`src/rtl/msg_scroll_ctrl_if.sv`:
```
// Message-scroller bus: append port, scroll control and the registered display window.
interface msg_scroll_ctrl_if #(
    parameter int unsigned DEPTH = 16
);
    localparam int unsigned CW = $clog2(DEPTH) + 1;

    logic          wr_valid;
    logic [5:0]    wr_data;
    logic          wr_ready;
    logic          start;
    logic          loop;
    logic          clear;
    logic          busy;
    logic          done;
    logic [CW-1:0] count;
    logic [4:0]    hex2;
    logic [4:0]    hex1;
    logic [4:0]    hex0;
    logic [2:0]    dp_out;
    logic [2:0]    en_out;

    modport master (
        output wr_valid, wr_data, start, loop, clear,
        input  wr_ready, busy, done, count, hex2, hex1, hex0, dp_out, en_out
    );

    modport slave (
        input  wr_valid, wr_data, start, loop, clear,
        output wr_ready, busy, done, count, hex2, hex1, hex0, dp_out, en_out
    );
endinterface

```
`src/rtl/msg_scroll_ctrl.sv`:
```
// Scrolls a stored glyph message right-to-left across three seven-segment digits.
module msg_scroll_ctrl #(
    parameter int unsigned DEPTH    = 16,
    parameter int unsigned STEP_DIV = 12_500_000
) (
    input logic              clk,
    input logic              reset_n,
    msg_scroll_ctrl_if.slave bus
);
    localparam int unsigned AW = $clog2(DEPTH);
    localparam int unsigned CW = AW + 1;
    // Window position reaches count+2, i.e. up to DEPTH+2.
    localparam int unsigned PW = AW + 2;
    localparam int unsigned SW = $clog2(STEP_DIV);

    localparam logic [4:0]    Blank   = 5'b10010;
    localparam logic [SW-1:0] LastPre = SW'(STEP_DIV - 1);

    typedef enum logic [0:0] {StIdle, StScroll} state_e;

    state_e         state_q, state_d;
    logic [CW-1:0]  count_q, count_d;
    logic [PW-1:0]  p_q, p_d;
    logic [SW-1:0]  presc_q, presc_d;
    logic [5:0]     mem [DEPTH];

    logic [2:0][4:0] hex_q, hex_d;
    logic [2:0]      dp_q, dp_d;
    logic [2:0]      en_q, en_d;
    logic            busy_q, busy_d;
    logic            done_q, done_d;

    logic wr_ready;
    logic wr_acc;
    logic tick;
    logic at_end;

    assign wr_ready = (state_q == StIdle) && (count_q < CW'(DEPTH)) && !bus.clear;
    assign wr_acc   = bus.wr_valid && wr_ready;
    assign tick     = (presc_q == LastPre);
    assign at_end   = (p_q == ({1'b0, count_q} + PW'(2)));

    // State register.
    always_ff @(posedge clk or negedge reset_n) begin
        if (!reset_n) begin
            state_q <= StIdle;
        end else begin
            state_q <= state_d;
        end
    end

    // Next-state, buffer fill level, window position and prescaler.
    always_comb begin
        state_d = state_q;
        count_d = count_q;
        p_d     = p_q;
        presc_d = presc_q;
        done_d  = 1'b0;
        if (bus.clear) begin
            state_d = StIdle;
            count_d = '0;
            p_d     = '0;
            presc_d = '0;
        end else begin
            unique case (state_q)
                StIdle: begin
                    if (wr_acc) begin
                        count_d = count_q + CW'(1);
                    end
                    // Gate on the pre-write count; a same-cycle write still joins the scroll.
                    if (bus.start && (count_q != '0)) begin
                        state_d = StScroll;
                        p_d     = '0;
                        presc_d = '0;
                    end
                end
                StScroll: begin
                    presc_d = tick ? '0 : presc_q + SW'(1);
                    if (tick) begin
                        if (!at_end) begin
                            p_d = p_q + PW'(1);
                        end else begin
                            p_d = '0;
                            if (!bus.loop) begin
                                state_d = StIdle;
                                done_d  = 1'b1;
                            end
                        end
                    end
                end
                default: state_d = StIdle;
            endcase
        end
    end

    // Window for the next position so display and position change on the same edge.
    always_comb begin
        logic [PW-1:0] idx;
        logic [5:0]    entry;
        idx    = '0;
        entry  = '0;
        hex_d  = {3{Blank}};
        dp_d   = '0;
        en_d   = '0;
        busy_d = (state_d == StScroll);
        for (int k = 0; k < 3; k++) begin
            idx = p_d - PW'(k);
            if ((state_d == StScroll) && (p_d >= PW'(k)) && (idx < {1'b0, count_d})) begin
                entry    = mem[idx[AW-1:0]];
                hex_d[k] = entry[4:0];
                dp_d[k]  = entry[5];
                en_d[k]  = 1'b1;
            end
        end
    end

    // Datapath and registered outputs.
    always_ff @(posedge clk or negedge reset_n) begin
        if (!reset_n) begin
            count_q <= '0;
            p_q     <= '0;
            presc_q <= '0;
            hex_q   <= {3{Blank}};
            dp_q    <= '0;
            en_q    <= '0;
            busy_q  <= 1'b0;
            done_q  <= 1'b0;
        end else begin
            count_q <= count_d;
            p_q     <= p_d;
            presc_q <= presc_d;
            hex_q   <= hex_d;
            dp_q    <= dp_d;
            en_q    <= en_d;
            busy_q  <= busy_d;
            done_q  <= done_d;
        end
    end

    // Message buffer; contents are don't-care until written, so no reset.
    always_ff @(posedge clk) begin
        if (wr_acc) begin
            mem[count_q[AW-1:0]] <= bus.wr_data;
        end
    end

    assign bus.wr_ready = wr_ready;
    assign bus.busy     = busy_q;
    assign bus.done     = done_q;
    assign bus.count    = count_q;
    assign bus.hex2     = hex_q[2];
    assign bus.hex1     = hex_q[1];
    assign bus.hex0     = hex_q[0];
    assign bus.dp_out   = dp_q;
    assign bus.en_out   = en_q;
endmodule

```
`src/flat_wrapper.sv`:
```
// flat-port wrapper written by rule: the top's interface ports become plain ports
module msg_scroll_ctrl_flat 
#(
    parameter int unsigned DEPTH    = 16,
    parameter int unsigned STEP_DIV = 12_500_000
)
  (clk, reset_n, bus_wr_valid, bus_wr_data, bus_start, bus_loop, bus_clear, bus_wr_ready, bus_busy, bus_done, bus_count, bus_hex2, bus_hex1, bus_hex0, bus_dp_out, bus_en_out);
  msg_scroll_ctrl_if #(.DEPTH(DEPTH)) bus_i ();
  input logic clk;
  input logic reset_n;
  input wire logic [$bits(bus_i.wr_valid)-1:0] bus_wr_valid;
  input wire logic [$bits(bus_i.wr_data)-1:0] bus_wr_data;
  input wire logic [$bits(bus_i.start)-1:0] bus_start;
  input wire logic [$bits(bus_i.loop)-1:0] bus_loop;
  input wire logic [$bits(bus_i.clear)-1:0] bus_clear;
  output wire logic [$bits(bus_i.wr_ready)-1:0] bus_wr_ready;
  output wire logic [$bits(bus_i.busy)-1:0] bus_busy;
  output wire logic [$bits(bus_i.done)-1:0] bus_done;
  output wire logic [$bits(bus_i.count)-1:0] bus_count;
  output wire logic [$bits(bus_i.hex2)-1:0] bus_hex2;
  output wire logic [$bits(bus_i.hex1)-1:0] bus_hex1;
  output wire logic [$bits(bus_i.hex0)-1:0] bus_hex0;
  output wire logic [$bits(bus_i.dp_out)-1:0] bus_dp_out;
  output wire logic [$bits(bus_i.en_out)-1:0] bus_en_out;
  assign bus_i.wr_valid = bus_wr_valid;
  assign bus_i.wr_data = bus_wr_data;
  assign bus_i.start = bus_start;
  assign bus_i.loop = bus_loop;
  assign bus_i.clear = bus_clear;
  assign bus_wr_ready = bus_i.wr_ready;
  assign bus_busy = bus_i.busy;
  assign bus_done = bus_i.done;
  assign bus_count = bus_i.count;
  assign bus_hex2 = bus_i.hex2;
  assign bus_hex1 = bus_i.hex1;
  assign bus_hex0 = bus_i.hex0;
  assign bus_dp_out = bus_i.dp_out;
  assign bus_en_out = bus_i.en_out;
  msg_scroll_ctrl #(.DEPTH(DEPTH), .STEP_DIV(STEP_DIV)) u_core (.clk(clk), .reset_n(reset_n), .bus(bus_i));
endmodule
```
`config.mk`:
```
export PLATFORM = sky130hd
export DESIGN_NAME = msg_scroll_ctrl_flat
export DESIGN_NICKNAME = d
export VERILOG_FILES = /design/src/rtl/msg_scroll_ctrl_if.sv /design/src/rtl/msg_scroll_ctrl.sv /design/src/flat_wrapper.sv
export SDC_FILE = /design/constraint.sdc
export NUM_CORES = 1
export LEC_CHECK = 0
export CORE_UTILIZATION = 56
export CTS_BUF_LIST = sky130_fd_sc_hd__clkbuf_8
export CTS_CLUSTER_SIZE = 14
export DETAILED_ROUTE_END_ITERATION = 12
export PLACE_DENSITY = 0.81
export SKIP_CTS_REPAIR_TIMING = 1
export SLEW_MARGIN = 40
export SYNTH_ARGS = -nofsm -noshare
export SYNTH_HDL_FRONTEND = slang
export SYNTH_SLANG_ARGS = --single-unit
```
`constraint.sdc`:
```
create_clock -name clk -period 5.6 [get_ports clk]
set_clock_uncertainty 0.05 [all_clocks]
set_input_delay 1.12 -clock clk [delete_from_list [all_inputs] [get_ports clk]]
set_output_delay 1.12 -clock clk [all_outputs]
set_load 0.01 [all_outputs]
```
==> results.cfg <==
[outcome]
status = finished, final reports clean

[worst_hold_path]
worst_hold_path.num_cells = 1
whs_endpoint = u_core.presc_q[20]
holdCritPathClass = register to register
hp-start = u_core.presc_q[20]

[timing]
slew_viol_final = 0
worstMarginPinSlew_ns = 0.934
setup_tns_ns = 0
hold_viol = 0
max_freq_mhz = 205
post-route-period-util_pct = 87.0
slew_headroom_pct = 37.5
final.min_clock_period_ns = 4.87
final.setup.worst_slack_ns = 0.727
rsz0062_at_grt = false
setup_violations = 0

[floorplan]
num_rows = 45
dieArea_um2 = 16300
die_w_um = 128
core_area_um2 = 15300
start_util_pct = 57.9
dieHeight_um = 128
io_pins = 41

[logic_synthesis]
ys_types = 75
synth_top_area_cell = edfxtp_1
seq_area_frac_synth_pct = 49.0
ys_ff_latch = 154
ys_warn_count = 0
async_reset_ff_share_pct = 37.7
ys_top_cells_by_area = edfxtp_1 33%, dfrtp_1 15%, mux2i_1 7.0%, nand2_1 6.3%, ha_1 3.0%
postSynthAreaPerCell_um2 = 10.3
syn_nets = 890
synth.cell_area_um2 = 8860
netlist_instances = 857
synth-edff-count = 96
yosysTopAreaCellShare_pct = 32.5
synth_flop_cell = edfxtp_1

[placement]
gp_congestion = 0.952
dp.cells = 1077
dp_hpwl_um = 16800
pre_cts_slack_ns = 0.484
post_dp_cell_area_um2 = 9470
io_buffers = 40

[detailed_routing]
drt_iter0_markers = 1131
post-route-drc-count = 0
first_pass_iters = 6
wl_um = 24900
avgViaCountPerCell = 6.54
routedWlPerCell_um = 22.5
vias = 7253
drtAntennaViolNets = 0

[worst_setup_path]
slowest_delay_ns = 0.70
end_kind = register
reg2regPathDepth = 14
path_cells = ha_1, and4b_1, a22oi_1, a211oi_1, o31a_2, buf_4, nand2_1, nor3_1, xor2_1, ha_1, o21a_1, a211oi_1, o21a_1, and4_1
setup.worst_path.start_class = register
crit_required_ns = 5.98
cp.arrival_ns = 5.25
rrSetupSlack_ns = 0.73
path_class = register to register
slowest_stage = buf_4
r2r-end = u_core.bus.hex1[0]
crit_fanout = 74
r2r-start = u_core.bus.count[2]

[clock_network]
cts.root.buffer_cell = clkbuf_8
cts.clk_slew.worst_paths_ns = 0.10
clkLatencyLatePin_ns = 0.49
cts_tree = built
numCtsBuffers = 17
htreeDepth = 4
clk_path_buf_depth = 2
clock-sinks = 154

[final_layout]
mostFrequentLayoutCell = nand2_1
final_util_pct = 64.6
syn_to_final_growth_pct = 11.7
final_layout_size_suffix_gt1_share_pct = 11.4
final_cells = 1109
layout_common_cells = 149 x nand2_1, 96 x edfxtp_1, 62 x mux2i_1
n_antenna_cell = 0
nets = 918
final_cell_area_um2 = 9890

[global_route]
grt_usage_pct = 31.9
grt_pass1_wl_um = 38400
grt_pass1_vias = 6504
antenna_found_initial = 0
overflow = 0
grt_max_degree = 75

[power_and_ir_drop]
total_leakage_power_nw = 3.74
peakVddDrop_mv = 0.158
powerDensity_nw_per_um2 = 223

[run]
maxCapViolations = 0
## flip-flops by register name, indices dropped and copies added (netlist names)
name / count
u_core.bus.hex0: 5
u_core.presc_q: 24
u_core.state_q: 1
u_core.bus.hex2: 5
u_core.bus.hex1: 5
u_core.bus.done: 1
u_core.bus.count: 5
u_core.mem: 96
u_core.bus.dp_out: 3
u_core.bus.en_out: 3
u_core.p_q: 6
## stage by stage
| stage | hold slack [ns] | total power, W |
|---|---|---|
| detailed placement | 0.434 | 0.00135 |
| finish | 0.439 | 0.00221 |
| global placement | 0.424 | 0.00135 |
| global route | 0.479 | 0.00226 |
| CTS | 0.445 | 0.00221 |
| floorplan | 0.393 | 0.00130 |
## how the worst max path moves through the flow
stage / start / endpoint / slack, ns / cells past startpoint
global placement: bus_start / u_core.bus.hex1[0] / 0.56 / 17
detailed placement: bus_start / u_core.bus.hex1[0] / 0.48 / 17
floorplan: bus_start / u_core.bus.hex1[2] / 0.83 / 19
CTS: u_core.bus.count[2] / u_core.bus.hex1[0] / 0.86 / 14
finish: u_core.bus.count[2] / u_core.bus.hex1[0] / 0.73 / 14
global route: u_core.bus.count[2] / u_core.bus.hex1[0] / 0.51 / 14
## layer usage
layer	wire length, um	vias up	GRT usage, %
li1	-	3254	-
met5	0	-	0
met4	781	0	12.8
met1	10400	3465	46.1
met3	2960	60	8.26
met2	10800	474	46.0
## report_power, final
| group | leakage [nW] | internal (W) | switching, W | total [W] |
|---|---|---|---|---|
| clock network | 0.204 | 0.000377 | 0.000501 | 0.000878 |
| registers | 1.65 | 0.00122 | 0.00000731 | 0.00122 |
| logic | 1.88 | 0.0000366 | 0.0000714 | 0.000108 |
## final cells by class
cell class	instances	area [um2]
flip-flops and latches	154	4340
fillers	1223	5420
repair buffers	59	542
well taps	211	264
clock inverters	15	179
clock buffers	17	234
multi-input cells	633	4260
inverters	20	75.1
## synth_stat cells (18+ instances only)
master	instances
a211oi_1	21
a21oi_1	18
and3_1	39
clkbuf_1	23
dfrtp_1	52
edfxtp_1	96
ha_1	21
mux2i_1	62
nand2_1	149
nand3_1	43
nor2_1	46
o21ai_0	37
## critical path: cells and delay by family (launching register included)
kind | cells | cell delay (ns)
buf+inv | 1 | 0.70
flops | 1 | 0.69
xor+xnor | 1 | 0.19
simple gates | 4 | 0.93
fa+ha+maj | 2 | 0.59
compound gates | 6 | 1.65
## cell families (layout without fill, tap and decap cells)
logic type,after synthesis,in the layout,share of synthesized area [%]
simple gates,356,356,19.6
compound gates,158,158,12.7
flops,154,154,49.0
mux,76,76,9.93
buf+inv,70,111,3.46
xor+xnor,22,22,2.34
fa+ha+maj,21,21,2.97
No activity file was read; power rests on OpenSTA's default activity.
